<file path="config.mk">
export PLATFORM = sky130hd
export DESIGN_NAME = pipe_register_chain
export DESIGN_NICKNAME = d
export VERILOG_FILES = /design/src/rtl/pipe_register_chain.sv
export SDC_FILE = /design/constraint.sdc
export NUM_CORES = 1
export LEC_CHECK = 0
export ABC_AREA = 1
export BUFFER_PORTS_ARGS = -buffer_cell sky130_fd_sc_hd__buf_2
export CORE_MARGIN = 2
export CORE_UTILIZATION = 55
export CTS_BUF_LIST = sky130_fd_sc_hd__clkbuf_8
export CTS_CLUSTER_SIZE = 30
export DETAILED_ROUTE_END_ITERATION = 16
export PLACE_DENSITY_LB_ADDON = 0.15
export RECOVER_POWER = 100
export SLEW_MARGIN = 20
export SYNTH_ARGS = -nofsm -noshare
export SYNTH_HDL_FRONTEND = slang
export SYNTH_SLANG_ARGS = --single-unit
export TNS_END_PERCENT = 30
</file>
<file path="constraint.sdc">
create_clock -name clock -period 5.1 [get_ports clock]
set_clock_uncertainty 0.05 [all_clocks]
set_input_delay 0.255 -clock clock [delete_from_list [all_inputs] [get_ports clock]]
set_output_delay 0.255 -clock clock [all_outputs]
set_load 0.01 [all_outputs]
</file>
<file path="src/rtl/pipe_register_chain.sv">
// Elastic DEPTH-stage pipeline register with a valid/ready handshake, bubble
// collapsing, synchronous flush and a registered occupancy count.
module pipe_register_chain #(
  parameter int               WIDTH = 32,
  parameter int               DEPTH = 2,
  parameter logic [WIDTH-1:0] INIT  = '0
) (
  input  logic                       clock,
  input  logic                       reset,
  input  logic                       flush,
  input  logic                       in_valid,
  input  logic [WIDTH-1:0]           in_data,
  output logic                       in_ready,
  output logic                       out_valid,
  output logic [WIDTH-1:0]           out_data,
  input  logic                       out_ready,
  output logic [$clog2(DEPTH+1)-1:0] count
);
  localparam int CW = $clog2(DEPTH+1);

  logic [DEPTH-1:0] r_v;
  logic [WIDTH-1:0] r_d [DEPTH];
  logic [CW-1:0]    r_count;

  logic [DEPTH-1:0] w_rdy;
  logic [DEPTH-1:0] w_v_nxt;
  logic [DEPTH-1:0] w_load;
  logic             w_accept;

  function automatic logic [CW-1:0] popcount(input logic [DEPTH-1:0] v);
    logic [CW-1:0] n;
    n = '0;
    for (int i = 0; i < DEPTH; i++) n = n + CW'(v[i]);
    return n;
  endfunction

  // A stage is ready when it is empty or any stage downstream of it is empty
  // or the consumer takes the head; folding from the tail avoids a comb loop.
  always_comb begin
    logic acc;
    w_rdy = '0;
    acc   = out_ready;
    for (int i = DEPTH - 1; i >= 0; i--) begin
      acc      = acc | ~r_v[i];
      w_rdy[i] = acc;
    end
  end

  assign in_ready = w_rdy[0] & ~flush & ~reset;
  assign w_accept = in_valid & in_ready;

  always_comb begin
    w_v_nxt = r_v;
    w_load  = '0;
    if (w_rdy[0]) begin
      w_v_nxt[0] = w_accept;
      w_load[0]  = w_accept;
    end
    for (int i = 1; i < DEPTH; i++) begin
      if (w_rdy[i]) begin
        w_v_nxt[i] = r_v[i-1];
        w_load[i]  = r_v[i-1];
      end
    end
    if (flush) begin
      w_v_nxt = '0;
      w_load  = '0;
    end
  end

  always_ff @(posedge clock or posedge reset) begin
    if (reset) begin
      r_v     <= '0;
      r_count <= '0;
    end else begin
      r_v     <= w_v_nxt;
      r_count <= popcount(w_v_nxt);
    end
  end

  // Data only moves alongside a valid item, so bubbles never toggle it.
  always_ff @(posedge clock or posedge reset) begin
    if (reset) begin
      for (int i = 0; i < DEPTH; i++) r_d[i] <= INIT;
    end else begin
      if (w_load[0]) r_d[0] <= in_data;
      for (int i = 1; i < DEPTH; i++) begin
        if (w_load[i]) r_d[i] <= r_d[i-1];
      end
    end
  end

  assign out_valid = r_v[DEPTH-1];
  assign out_data  = r_d[DEPTH-1];
  assign count     = r_count;

endmodule

</file>
==> flow_summary.json <==
{
  "status": "finished, violations left",
  "failed_checks": "max-capacitance violations, max-slew violations",
  "netlist-cell-type-count": 15,
  "reg2reg_depth": 3,
  "first_global_vias": 2099,
  "grt-busiest-layer": "met2",
  "cp_num_buf_inv": 0,
  "vdd_drop_max_mv": 0.181,
  "hp-class": "in -> reg",
  "dieArea_mm2": 0.00636,
  "final_common_cell": "nand2_1",
  "antenna_left": 0,
  "critPathLaunch": "r_v[1]$_DFF_PP0_",
  "cts_resized": 0,
  "powerDensity_mw_per_mm2": 392,
  "ff2ff_setup_slack_ns": 2.36,
  "post-route-util_pct": 59.8,
  "final_nets": 400,
  "drt_iter0_drc": 103,
  "drc": 0,
  "setup_tns_ns": 0,
  "crit_chain": "nand2_1 > nand3_1 > o21ai_0",
  "use_met3_pct": 7.35,
  "ys_warn_count": 0,
  "grt_use_total_pct": 20.1,
  "yosysSeqAreaShare_pct": 53.9,
  "cts.htree.levels": 3,
  "synth_top_cell_by_area": "dfrtp_1",
  "synthCells": 329,
  "vias": 2105,
  "cp-start-kind": "register",
  "cts_setup_buffers": 0,
  "r2r_end": "out_data[31]$_DFFE_PP0P_",
  "firstDrtPassIters": 4,
  "synth.top_cell.area_share_pct": 53.9,
  "min_period_ns": 2.74,
  "clockRootBuffer": "clkbuf_8",
  "crit_path_end_kind": "register",
  "fp.dieH_um": 79.7,
  "grt_pass1_wl_um": 9550,
  "tritoncts": "built",
  "syn_area_mm2": 0.00315,
  "final_cell_mix": "71 x nand2_1, 68 x dfrtp_1, 40 x inv_1, 37 x clkbuf_1, 35 x buf_2",
  "hold_violations": 0,
  "yosys-top-cells-area": "dfrtp_1 54%, nand2_1 8.4%, buf_4 8.1%",
  "maxSlewViolCount": 98,
  "cpPeakStageDelay_ns": 1.32,
  "r2r-start": "r_v[1]$_DFF_PP0_",
  "routed_wl_um": 5600,
  "clock-sinks": 68,
  "max_cap_viol_count": 2,
  "core_area_mm2": 0.00551,
  "routed_via_density": 4.79,
  "regArea_mm2": 0.00170,
  "initial_core_util_pct": 57.3,
  "grt_setup_unrepaired": "false",
  "syn_nets": 367,
  "syn_area_per_cell_um2": 9.59,
  "clockBufferDepth": 2,
  "diodes": 0,
  "post-dp-hpwl_um": 3470,
  "grt_use_met1_pct": 26.8,
  "crit_type": "reg -> reg",
  "fill_cells": 524,
  "clk_latency_ns": 0.34,
  "fmax_mhz": 365,
  "io_buffers": 72,
  "wl_per_cell_um": 12.8,
  "slew_headroom_pct": -29.5,
  "synth-seq-cells": 68,
  "use_met2_pct": 30.3,
  "crit_family": "simple AND/OR/NAND/NOR gates",
  "antenna_found_initial": 0,
  "grt.overflow.total": 0,
  "die_width_um": 79.7,
  "multi_input_area_um2": 876,
  "cp-endpoint": "out_data[31]$_DFFE_PP0P_",
  "gp_congestion": 0.724,
  "pin_count": 73,
  "critical_path_cell_count": 3,
  "slowest_stage": "nand3_1",
  "leakagePower_nw": 1.72,
  "required_ns": 5.24,
  "cts-buffers-inserted": 9,
  "area_growth_pct": 4.44,
  "placementRows": 27,
  "path_max_fanout": 64,
  "fin_crit_sh_pct": 53.8,
  "finalSetupViolCount": 0,
  "grt_start_max_net_pins": 70,
  "holdBufCountCts": 0,
  "tightest_slew_ns": 1.94,
  "drive_gt1_share_pct": 22.1,
  "critical_path_arrival_ns": 2.88,
  "clk_pin_slew_ns": 0.07
}
[synthesized netlist by cell type]
| master | number |
|---|---|
| o21ai_1 | 34 |
| nand4_1 | 32 |
| buf_4 | 34 |
| nor2_4 | 1 |
| inv_2 | 1 |
| nand2_2 | 30 |
| buf_2 | 9 |
| buf_12 | 3 |
| ha_1 | 1 |
| clkbuf_1 | 1 |
| inv_1 | 37 |
| buf_6 | 4 |
| nand3_4 | 3 |
| nand2_1 | 71 |
| dfrtp_1 | 68 |
[worst register-to-register path, delay by kind of cell, from the launching register on]
| family | cells | cell delay, ns |
|---|---|---|
| flip-flops | 1 | 0.42 |
| AND/OR/NAND/NOR | 2 | 1.42 |
| AO/OA/AOI/OAI | 1 | 0.71 |
[cell families (layout without fill, tap and decap cells)]
| group | after synthesis | after routing | synth area share (%) |
|---|---|---|---|
| DFF | 68 | 68 | 53.9 |
| AOI/OAI and AO/OA | 34 | 34 | 5.39 |
| adders and majority gates | 1 | 1 | 0.397 |
| and+or+nand+nor | 137 | 137 | 22.8 |
| buffers and inverters | 89 | 127 | 17.5 |
[layer usage]
layer	up-vias	routed length (µm)
li1	1078	-
met4	0	61
met5	-	0
met1	961	2680
met3	6	335
met2	60	2520
[state kept, by name, summed over array words and instances (netlist names)]
signal / cells
count: 2
out_data: 32
r_d: 32
r_v: 2
[how the worst min path moves through the flow]
| stage | depth (start not counted) | end | slack [ns] | startpoint |
|---|---|---|---|---|
| 2_1_floorplan | 1 | r_v[1]$_DFF_PP0_ | 0.32 | flush |
| 3_3_place_gp | 2 | r_d[62]$_DFFE_PP0P_ | 0.40 | r_d[62]$_DFFE_PP0P_ |
| 3_5_place_dp | 2 | r_d[62]$_DFFE_PP0P_ | 0.41 | r_d[62]$_DFFE_PP0P_ |
| 4_1_cts | 3 | r_d[48]$_DFFE_PP0P_ | 0.10 | in_data[16] |
| 5_1_grt | 3 | r_d[57]$_DFFE_PP0P_ | 0.11 | in_data[25] |
| 6_report | 3 | r_d[44]$_DFFE_PP0P_ | 0.11 | in_data[12] |
[metrics by stage]
step	worst slack [ns]	hold slack, ns	power [W]	cell area (µm²)	std cells
6_report	2.36	0.113	0.00129	3290	439
5_1_grt	1.92	0.108	0.00138	3290	439
4_1_cts	3.28	0.101	0.00133	3370	439
3_5_place_dp	3.06	0.411	0.000957	3200	423
3_3_place_gp	3.12	0.404	0.000949	3200	423
2_1_floorplan	2.64	0.322	0.000939	3150	329
[power by group]
group          internal, W  total (W)  switching, W
registers         0.000640   0.000700     0.0000604
clock network     0.000181   0.000370      0.000189
logic            0.0000879   0.000222      0.000134
total             0.000909    0.00129      0.000383
[final cells by class]
| cell class | count | share of cell area (%) |
|---|---|---|
| flip-flops and latches | 68 | 51.7 |
| clock inverters | 6 | 0.760 |
| well taps | 72 | 2.73 |
| multi-input cells | 172 | 26.6 |
| clock buffers | 10 | 4.18 |
| repair buffers | 73 | 9.76 |
| inverters | 38 | 4.33 |
(Power assumes the default switching activity.)
